## config.mk

```make
export PLATFORM = sky130hd
export DESIGN_NAME = subleq_control
export DESIGN_NICKNAME = d
export VERILOG_FILES = /design/src/rtl/subleq_pkg.sv /design/src/rtl/subleq_wait_timer.sv /design/src/rtl/subleq_control.sv
export SDC_FILE = /design/constraint.sdc
export NUM_CORES = 1
export LEC_CHECK = 0
export CAP_MARGIN = 0
export CORE_ASPECT_RATIO = 1.1
export CORE_MARGIN = 4
export CORE_UTILIZATION = 51
export DETAILED_ROUTE_END_ITERATION = 8
export PLACE_DENSITY = 0.79
export SETUP_SLACK_MARGIN = 0.4
export SKIP_LAST_GASP = 1
export SYNTH_ARGS = -nofsm -noshare
export SYNTH_HDL_FRONTEND = slang
export SYNTH_HIERARCHICAL = 1
export SYNTH_SLANG_ARGS = --single-unit
```

## constraint.sdc

```tcl
create_clock -name clk -period 2.8 [get_ports clk]
set_input_delay 0.56 -clock clk [delete_from_list [all_inputs] [get_ports clk]]
set_output_delay 0.56 -clock clk [all_outputs]
set_load 0.1 [all_outputs]
```

## src/rtl/subleq_pkg.sv

```systemverilog
// State encoding shared by the SUBLEQ control FSM, datapath and PC incrementer.
package subleq_pkg;

    localparam int STATE_W = 4;

    typedef enum logic [STATE_W-1:0] {
        FETCH_A     = 4'd0,
        LOAD_A      = 4'd1,
        FETCH_B     = 4'd2,
        LOAD_B      = 4'd3,
        FETCH_C     = 4'd4,
        LOAD_C      = 4'd5,
        FETCH_MEM_A = 4'd6,
        LOAD_MEM_A  = 4'd7,
        FETCH_MEM_B = 4'd8,
        LOAD_MEM_B  = 4'd9,
        EXECUTE     = 4'd10,
        WRITEBACK   = 4'd11,
        UPDATE_PC   = 4'd12,
        HALT        = 4'd13,
        IDLE        = 4'd14
    } state_t;

endpackage

```

## src/rtl/subleq_wait_timer.sv

```systemverilog
// Memory wait-state counter: while run_i is high it counts 0..LIMIT and flags done
// on the final count; it returns to zero as soon as run_i drops or done is reached.
module subleq_wait_timer #(
    parameter int unsigned LIMIT = 1
) (
    input  logic clk_i,
    input  logic rst_i,
    input  logic run_i,
    output logic done_o
);

    localparam int CW = (LIMIT > 0) ? $clog2(LIMIT + 1) : 1;

    logic [CW-1:0] cnt_q, cnt_d;

    assign done_o = (cnt_q == CW'(LIMIT));

    always_comb begin
        cnt_d = '0;
        if (run_i && !done_o) begin
            cnt_d = cnt_q + CW'(1);
        end
    end

    always_ff @(posedge clk_i) begin
        if (!rst_i) begin
            cnt_q <= '0;
        end else begin
            cnt_q <= cnt_d;
        end
    end

endmodule

```

## src/rtl/subleq_control.sv

```systemverilog
// SUBLEQ control FSM: sequences fetch/load/execute/writeback/update-pc with run/stop/halt
// control, memory wait states and a saturating retired-instruction counter.
module subleq_control
    import subleq_pkg::*;
#(
    parameter int unsigned MEM_WAIT  = 0,
    parameter int unsigned MAX_INSTR = 0,
    parameter int          CNT_W     = 32
) (
    input  logic               clk,
    input  logic               rst,
    input  logic               start,
    input  logic               stop,
    input  logic               zero,
    input  logic               negative,
    output logic               a_ld,
    output logic               b_ld,
    output logic               c_ld,
    output logic               mem_a_ld,
    output logic               mem_b_ld,
    output logic               result_ld,
    output logic               mem_read,
    output logic               mem_write,
    output logic               pc_ld,
    output logic [STATE_W-1:0] state,
    output logic               busy,
    output logic               halted,
    output logic [CNT_W-1:0]   instr_count
);

    state_t           state_q, state_d;
    logic             stop_pend_q, stop_pend_d;
    logic             branch_q, branch_d;
    logic [CNT_W-1:0] count_q, count_d, count_inc;
    logic             is_fetch, idle_or_halt, timer_done, wait_done, max_hit;

    assign is_fetch     = state_q inside {FETCH_A, FETCH_B, FETCH_C, FETCH_MEM_A, FETCH_MEM_B};
    assign idle_or_halt = (state_q == IDLE) || (state_q == HALT);
    assign count_inc    = (&count_q) ? count_q : count_q + CNT_W'(1);
    assign max_hit      = (MAX_INSTR != 0) && (count_inc == CNT_W'(MAX_INSTR));

    subleq_wait_timer #(.LIMIT(MEM_WAIT)) u_wait_timer (
        .clk_i  (clk),
        .rst_i  (rst),
        .run_i  (is_fetch),
        .done_o (timer_done)
    );

    assign wait_done = (MEM_WAIT == 0) ? 1'b1 : timer_done;

    always_comb begin
        state_d = state_q;
        case (state_q)
            IDLE, HALT:  if (start) state_d = FETCH_A;
            FETCH_A:     if (wait_done) state_d = LOAD_A;
            LOAD_A:      state_d = FETCH_B;
            FETCH_B:     if (wait_done) state_d = LOAD_B;
            LOAD_B:      state_d = FETCH_C;
            FETCH_C:     if (wait_done) state_d = LOAD_C;
            LOAD_C:      state_d = FETCH_MEM_A;
            FETCH_MEM_A: if (wait_done) state_d = LOAD_MEM_A;
            LOAD_MEM_A:  state_d = FETCH_MEM_B;
            FETCH_MEM_B: if (wait_done) state_d = LOAD_MEM_B;
            LOAD_MEM_B:  state_d = EXECUTE;
            EXECUTE:     state_d = WRITEBACK;
            WRITEBACK:   state_d = UPDATE_PC;
            UPDATE_PC:   state_d = (stop_pend_q || max_hit) ? HALT : FETCH_A;
            default:     state_d = IDLE;
        endcase
    end

    // Start from IDLE/HALT wins over a simultaneous stop; a pending stop dies on entering HALT.
    always_comb begin
        stop_pend_d = stop_pend_q;
        branch_d    = branch_q;
        count_d     = count_q;
        if (idle_or_halt) begin
            if (start) begin
                stop_pend_d = 1'b0;
                count_d     = '0;
            end
        end else if (stop) begin
            stop_pend_d = 1'b1;
        end
        if (state_q == EXECUTE) branch_d = zero | negative;
        if (state_q == UPDATE_PC) count_d = count_inc;
        if (state_d == HALT) stop_pend_d = 1'b0;
    end

    always_comb begin
        a_ld      = 1'b0;
        b_ld      = 1'b0;
        c_ld      = 1'b0;
        mem_a_ld  = 1'b0;
        mem_b_ld  = 1'b0;
        result_ld = 1'b0;
        mem_read  = 1'b0;
        mem_write = 1'b0;
        pc_ld     = 1'b0;
        halted    = 1'b0;
        case (state_q)
            FETCH_A, FETCH_B, FETCH_C, FETCH_MEM_A, FETCH_MEM_B: mem_read = 1'b1;
            LOAD_A:     begin mem_read = 1'b1; a_ld     = 1'b1; end
            LOAD_B:     begin mem_read = 1'b1; b_ld     = 1'b1; end
            LOAD_C:     begin mem_read = 1'b1; c_ld     = 1'b1; end
            LOAD_MEM_A: begin mem_read = 1'b1; mem_a_ld = 1'b1; end
            LOAD_MEM_B: begin mem_read = 1'b1; mem_b_ld = 1'b1; end
            EXECUTE:    result_ld = 1'b1;
            WRITEBACK:  mem_write = 1'b1;
            UPDATE_PC:  pc_ld     = branch_q;
            HALT:       halted    = 1'b1;
            default:    ;
        endcase
    end

    assign busy        = !idle_or_halt;
    assign state       = state_q;
    assign instr_count = count_q;

    always_ff @(posedge clk) begin
        if (!rst) begin
            state_q     <= IDLE;
            stop_pend_q <= 1'b0;
            branch_q    <= 1'b0;
            count_q     <= '0;
        end else begin
            state_q     <= state_d;
            stop_pend_q <= stop_pend_d;
            branch_q    <= branch_d;
            count_q     <= count_d;
        end
    end

endmodule
```

==> results of run 1 <==
power groups by stage:
stage	Clock, mW	Sequential, mW	Combinational [mW]
2_1_floorplan	0	0.875	0.858
3_3_place_gp	0	0.737	1.16
3_5_place_dp	0	0.739	1.17
4_1_cts	0.481	0.726	1.17
5_1_grt	0.509	0.744	1.25
6_report	0.472	0.725	1.17
area by class of cell:
cell class                      count  area, um^2
Multi-Input combinational cell    242        1598
Fill cell                         363        1250
Sequential cell                    38       845.8
Timing Repair Buffer               62       490.5
Clock buffer                        5       68.82
Tap cell                           54       67.56
Clock inverter                      3       40.04
Inverter                            5       18.77
stage by stage:
step / area (um^2) / total power, mW / hold slack, ns
2_1_floorplan: 2577 / 1.733 / 0.4785
3_3_place_gp: 2975 / 1.899 / 0.4650
3_5_place_dp: 2975 / 1.906 / 0.4653
4_1_cts: 3084 / 2.374 / 0.4792
5_1_grt: 3129 / 2.502 / 0.4985
6_report: 3129 / 2.370 / 0.4779
registers in the layout (all words and copies together), names as in the netlist:
signal	flops
state	4
stop_pend_q	1
branch_q	1
instr_count	32
what timing repair did:
action	4_1_cts	5_1_grt
hold endpoints to repair	0	0
resized for setup	0	1
endpoints found under the setup margin	3	11
cloned	0	1
pin swaps	1	3
buffers inserted	0	4
metal layers:
metal | wire, um | global-route usage | up-vias | share of wire
li1 | - | - | 1248 | -
met1 | 2969 | 0.3094 | 1159 | 0.45
met2 | 3055 | 0.3623 | 84 | 0.47
met3 | 426 | 0.05290 | 10 | 0.065
met4 | 108 | 0.07934 | 0 | 0.016
met5 | 0 | 0 | - | 0
Yosys cell counts (9+ instances only):
cell type,instances
sky130_fd_sc_hd__nand3_1,13
sky130_fd_sc_hd__clkbuf_1,17
sky130_fd_sc_hd__nand4_1,13
sky130_fd_sc_hd__nand2b_1,11
sky130_fd_sc_hd__o21ai_0,22
sky130_fd_sc_hd__dfxtp_1,38
sky130_fd_sc_hd__a21oi_1,12
sky130_fd_sc_hd__nor4_1,9
sky130_fd_sc_hd__nor3_1,14
sky130_fd_sc_hd__nor2_1,19
sky130_fd_sc_hd__a31oi_1,10
sky130_fd_sc_hd__nand2_1,36
kinds of logic after synthesis:
logic type	Yosys count	synth area share
simple gates	151	0.3543
compound gates	82	0.2376
flops	38	0.3210
buf+inv	27	0.05227
mux	6	0.02587
xor+xnor	1	0.003697
fa+ha+maj	1	0.005279
path summary, 6_finish.rpt:
check | slack [ns] | end | from | cells past startpoint
worst min register to register | 0.48 | instr_count[11] | instr_count[11] | 1
worst max-delay path | 0.47 | instr_count[23] | instr_count[1] | 7
worst max register to register | 0.47 | instr_count[23] | instr_count[1] | 7
worst min-delay path | 0.48 | instr_count[11] | instr_count[11] | 1
==> results, run 1 <==
- The largest fanout on the critical path is 7.
- The share of total power consumed by net switching is 0.5156.
- Of the post-synthesis cell area, the dominant cell type holds 0.3210.
- The wire-length estimate of the detail-placed layout is 4637 um.
- Headroom to the max-slew limit came out at 0.5217.
- The initial core utilization is 0.5411.
- 0 antenna diodes ended up in the layout.
- By area the synthesized netlist is led by sky130_fd_sc_hd__dfxtp_1, sky130_fd_sc_hd__nand2_1, sky130_fd_sc_hd__o21ai_0, sky130_fd_sc_hd__nand4_1, sky130_fd_sc_hd__nor2_1.
- The clock tree from TritonCTS is yes.
- The synthesized design spends more area on one cell type than any other, namely sky130_fd_sc_hd__dfxtp_1.
- The number of distinct library cells after synthesis is 58.
- The endpoint kind of the worst setup timing path is a flip-flop.
- In the routed design, unresolved DRC markers number 0.
- The run finished with clean final reports.
- Of the total power, combinational logic draws 0.495.
- The largest single stage delay on the critical path is 0.60 ns.
- In this run the static leakage power is 1.256 nW.
- Walking the worst path, the cells encountered are ha_4 -> nand3_2 -> or4_4 -> nor4_4 -> buf_4 -> a22o_2 -> a211o_1.
- Counting flops with a built-in enable in the synthesized netlist gives 0.
- The number of endpoints with negative hold slack in the final report was 0.
- The setup path with the least slack is of type reg2reg.
- The source-to-sink clock delay at the later pin of the worst-skew pair is 0.30 ns.
- The first detailed-routing pass took 5 iterations.
- Port buffering added 52 buffers.
- The final layout contains 361 nets.
- The maximum clock insertion buffer count is 2.
- The net switching power figure is 1.222 mW.
- The detailed router placed 2,501 vias in this run.
- The H-tree was split into 2 levels.
- In the layout the commonest cells are sky130_fd_sc_hd__buf_4, sky130_fd_sc_hd__nand2_1, sky130_fd_sc_hd__o21ai_0.
- After detailed routing, the total wire length is 6560 um.
- The sink count of the clock tree is 38.
- STA classifies the critical path startpoint as a flip-flop.
- The via count of the first global-routing pass came to 2,203.
- The die covers 5802 um^2.
- For this design the top-level I/O count stands at 53.
- IR analysis of the VDD net gives a maximum drop of 0.0003829 V.
- For the finished layout, the period the worst path requires is 2.330 ns.
- Grouping stages by cell kind, the critical path spends the most delay in simple AND/OR/NAND/NOR gates.
- In this run the power density over the cells is 757.5 nW/um^2.
- Of the total power, the clock network draws 0.199.
- The number of vias per cell is 6.115.
- The total CTS buffers is 5.
- After global routing the overflow that remains totals 0.
- The count of non-filler cells in the finished layout is 409.
- The clock-pin transition on the worst setup and hold timing paths is 0.09 ns.
- The most used flip-flop cell after synthesis is sky130_fd_sc_hd__dfxtp_1.
- Setup repair after global routing could not meet its margin everywhere.
- In the final routed layout, each cell accounts on average for 16.04 um.
- At the worst endpoint, the arrival time is 2.57 ns.
- Each instance of the synthesized netlist takes up on average 7.744 um^2.
- The number of hold-repair buffers added at the cts stage is 0.
- Prior to clock tree synthesis, the placed netlist has a worst setup slack of 0.3482 ns.
- Across the routed clock network, the largest skew measured is 0.01056 ns.
- The worst endpoint required time is 3.04 ns.
- The number of buffers and inverters on the critical path is 1.
- Once layout is complete, the utilization of the core stands at 0.7146.
- For this run, the register share of the synthesized area comes to 0.3210.
- The share of flip-flops with an asynchronous set or reset is 0.
- At the pin with the least slew margin, the transition time is 0.7109 ns.
- Of the cells placed in the final design, the portion with a size suffix greater than 1 is 0.3465.
- The cell type of the slowest stage on the worst timing path is sky130_fd_sc_hd__or4_4.
- Clock tree synthesis selected as its root buffer the cell sky130_fd_sc_hd__clkbuf_8.
- The total routing usage reported by global routing is 0.2314.
- Measured along the x axis, the die boundary spans 73.00 um.
- The area growth from synthesis to layout is 32.05%.
- Setup violations remaining at the end of the flow were counted as 0.
- Yosys printed 6 warnings.
- After detailed placement, the design holds a cell count of 396.
- In the post-route analysis, the smallest setup slack over all paths is 0.4698 ns.
- Once detail routing completed, the nets flagged for antenna violations numbered 0.
- The count of state elements after synthesis is 38.
- The final clock period utilization by the worst path is 0.8322.
- The count of max-cap constraint violations is 0.
- The sum of negative setup slack is 0 ns.
- The wire length of the first global-routing pass is 10,740 um.
- The max-slew violation count was 0.
- The initial antenna violation count came to 0.
- The share of power burned in registers is 0.306.
- The most frequent standard cell in the layout excluding fill and tap cells is sky130_fd_sc_hd__buf_4.
- Cell internal power was estimated by the tool at 1.148 mW.
- The congestion estimate from routability-driven global placement came to 0.8376.
- The detailed router finished its first iteration with 267 violations.
- The net count after synthesis is 313.
- The total area inside the core boundary comes to 4379 um^2.
- In this run the core area contains 25 standard-cell rows.
- Summing every instance area after synthesis gives 2370 um^2.
- In the synthesized netlist, the number of instances is 306.
- Static timing analysis puts the maximum clock frequency at 429.2 MHz.
- The worst min-delay path category is reg2reg.
- The pin count of the biggest net entering global routing is 23.
- The die height is 79.49 um.
Note: power is estimated with default switching activity, not from simulation.
==> run 2: changes to the inputs <==
Settings changed: CORE_UTILIZATION 51 to 46, PLACE_DENSITY 0.79 to 0.75.
Clock period 2.8 ns to 2.1 ns, I/O delays scaled along.
==> run 2 against run 1 <==
  * Sequential share of layout area is 5.7 points lower
  * Count of clock-buffer cells in the layout stayed put
  * Setup slack worse by 0.35 ns
  * Sequential power is 22% higher
  * Largest power group unchanged
  * Cell count is 16% higher
  * Non-clock buffer count is 60 higher
  * Hold slack better by 0.010 ns
  * Core utilization is 9.9 points higher
==> results, run 2 (synthesis results as in run 1) <==
- The placement-stage cell area is 3401 um^2 (+14%).
- The pin count of the biggest net entering global routing is 15 (-35%).
- Setup repair after global routing could not meet its margin everywhere.
- The initial antenna violation count is 0 (unchanged).
- The worst min-delay path category is reg2reg.
- The sink count of the clock tree came to 38 (unchanged).
- The number of vias per cell is 6.486 (+6.1%).
- The max-slew violation count came to 0 (unchanged).
- The total routing usage reported by global routing was 0.2595 (+0.02813).
- The final instance area is 4070 um^2 (+30%).
- The per-cell routed wire length is 20.52 um (+28%).
- The number of I/O port buffers is 52 (unchanged).
- The capturing point of the worst reg2reg path is instr_count[21].
- The worst setup timing slack at the placement stage is -0.06356 ns (-0.4118 ns).
- The critical path's top delay family is simple AND/OR/NAND/NOR gates.
- The leakage power of the design is 1.687 nW (+34%).
- The number of rows created at floorplan was 27 (+8.0%).
- The number of top-level pins is 53 (unchanged).
- The maximum cell stage delay along the critical path is 0.57 ns (-0.03 ns).
- The power density over the cells is 1012 nW/um^2 (+34%).
- The fraction of layout instances using a drive strength above 1 is 0.5181 (+0.1716).
- The chip width is 76.44 um (+4.7%).
- The maximum clock insertion buffer count is 2 (unchanged).
- TritonCTS built the clock tree.
- The count of max-cap constraint violations is 0 (unchanged).
- The placeable core area was 5000 um^2 (+14%).
- STA classifies the critical path endpoint as a flip-flop.
- The cell type of the slowest stage on the worst timing path is sky130_fd_sc_hd__or4_4.
- The flip-flop count of the largest register, all copies and words added is 32 (unchanged).
- The worst setup skew after layout came to 0.01062 ns (+0.00006430 ns).
- The final net count is 421 (+17%).
- The count of H-tree levels built during CTS is 2 (unchanged).
- The via total after detailed routing was 3,068 (+23%).
- The critical path is of the reg2reg type.
- The number of endpoints with negative hold slack in the final report is 0 (unchanged).
- The largest fanout on the critical path was 8 (+1).
- The worst vdd rail ir drop was 0.0006903 V (+80%).
- The launch instance of the worst register-to-register path is instr_count[6].
- In the layout the commonest cells are sky130_fd_sc_hd__buf_4, sky130_fd_sc_hd__nand2_1, sky130_fd_sc_hd__dfxtp_4.
- The initial core utilization is 0.4740 (-0.06717).
- The flow ran to the end, and the final reports show no timing, DRC or antenna violations.
- The total congestion overflow was 0 (unchanged).
- The number of hold-repair buffers added at the cts stage was 0 (unchanged).
- The length of the first detailed-routing pass in iterations is 5 (unchanged).
- The depth of the worst hold-timing path is 1 (unchanged).
- The maximum clock frequency was 506.2 MHz (+18%).
- The data arrival time of the critical path is 2.16 ns (-0.41 ns).
- The number of cells traversed by the worst register-to-register path is 5 (-2).
- The post-detailed-placement half-perimeter wirelength is 5343 um (+15%).
- The die footprint came to 6365 um^2 (+9.7%).
- The clock-pin transition on the worst setup and hold timing paths came to 0.08 ns (about the same).
- The number of design rule violations left after detail routing is 0 (unchanged).
- The number of setup violations in the final report came to 0 (unchanged).
- The final period demand of the worst path is 1.975 ns (-0.3547 ns).
- The beginning of the worst hold path is instr_count[6].
- The final wirelength was 9704 um (+48%).
- The wire length of the first global-routing pass was 13,560 um (+26%).
- From synthesis to final layout, the design area changed by 71.75%.
- The final RePlAce weighted congestion is 0.9178 (+9.6%).
- The path with the worst hold slack has its endpoint at instr_count[6].
- The worst slew margin relative to its limit is 0.7342 (+0.2125).
- The die height came to 83.28 um (+4.8%).
- The slew at the pin closest to its max-slew limit is 0.3951 ns (-0.3158 ns).
- Clock tree synthesis selected as its root buffer the cell sky130_fd_sc_hd__clkbuf_8.
- The signal on the critical path passes through nand3_4 -> or4_4 -> or3_4 -> and3_4 -> a211o_1.
- The number of diodes added for antenna fixing is 0 (unchanged).
- The via count of the first global-routing pass is 2,706 (+23%).
- The worst setup slack for register-to-register paths is 0.12 ns (-0.35 ns).
- The remaining number of nets flagged by the antenna check after routing is 0 (unchanged).
- The total CTS buffers is 5 (unchanged).
- The worst-case setup margin in the final layout is 0.1245 ns (-0.3453 ns).
- Leaving out fill and tap cells, the most frequent cell in the layout is sky130_fd_sc_hd__buf_4.
- The critical path buffer and inverter count is 0 (-1).
- The worst endpoint required time is 2.29 ns (-0.75 ns).
- The DRC violation total after the first TritonRoute iteration is 460 (+72%).
- The final clock period utilization by the worst path is 0.9407 (+0.1085).
- The source-to-sink clock delay at the later pin of the worst-skew pair is 0.30 ns (about the same).
- The startpoint class of the critical path is a flip-flop.
run 2: changes by cell type in the layout (fill, tap and decap cells not counted), moves of 3 or more:
cell	change
sky130_fd_sc_hd__or3_4	+3
sky130_fd_sc_hd__dfxtp_1	-6
sky130_fd_sc_hd__buf_12	+14
sky130_fd_sc_hd__or3_1	-3
sky130_fd_sc_hd__o21ai_0	-4
sky130_fd_sc_hd__nand2b_1	-3
sky130_fd_sc_hd__nor4_2	+3
sky130_fd_sc_hd__nor4_1	-4
sky130_fd_sc_hd__nand2b_4	+3
sky130_fd_sc_hd__buf_6	+15
sky130_fd_sc_hd__dfxtp_4	+6
sky130_fd_sc_hd__buf_4	+29
run 2: area by class of cell:
cell class | instances | area [um^2]
Multi-Input combinational cell | 242 | 1826
Clock buffer | 5 | 68.82
Timing Repair Buffer | 122 | 1200
Fill cell | 293 | 929.6
Clock inverter | 3 | 16.27
Sequential cell | 38 | 868.3
Tap cell | 58 | 72.57
Inverter | 5 | 18.77
run 2: per-layer routing:
layer / routed length (um) / up-vias / global-route usage
met2: 4839 / 202 / 0.4508
met3: 702 / 40 / 0.04881
met4: 385 / 0 / 0.07743
li1: - / 1377 / -
met5: 0 / - / 0
met1: 3776 / 1449 / 0.3238
run 2: stage by stage:
step | instances | power [mW] | util | hold slack [ns] | setup TNS [ns]
floorplan | 306 | 2.521 | - | 0.4785 | -1.452
global placement | 426 | 2.873 | 0.6802 | 0.4586 | 0
detailed placement | 426 | 2.893 | 0.6802 | 0.4658 | -0.1551
CTS | 456 | 3.758 | 0.7570 | 0.4867 | 0
global route | 473 | 4.272 | 0.8141 | 0.5028 | 0
finish | 473 | 4.118 | 0.8141 | 0.4879 | 0
run 2: worst register-to-register path, delay by kind of cell (launching register included):
family / cells / cell delay, ns
compound gates: 1 / 0.21
flops: 1 / 0.38
simple gates: 4 / 1.28
run 2: report_power, final:
| group | total [mW] | switching (mW) | internal, mW |
|---|---|---|---|
| logic | 2.73 | 1.64 | 1.09 |
| registers | 0.881 | 0.103 | 0.778 |
| clock network | 0.506 | 0.279 | 0.228 |
run 2: worst max-delay path by stage:
stage	from	depth (start not counted)	end	slack, ns
floorplan	instr_count[1]	7	instr_count[18]	-0.28
global placement	start	6	instr_count[12]	0.005
detailed placement	start	6	instr_count[3]	-0.06
CTS	instr_count[0]	6	instr_count[18]	0.05
global route	instr_count[11]	6	instr_count[20]	0.06
finish	instr_count[6]	5	instr_count[21]	0.12
run 2: timing repair:
| item | CTS | global route |
|---|---|---|
| gates cloned | 1 | 1 |
| pin swaps | 20 | 19 |
| setup buffers | 21 | 16 |
| resized for setup | 20 | 32 |
| setup endpoints to repair | 42 | 43 |
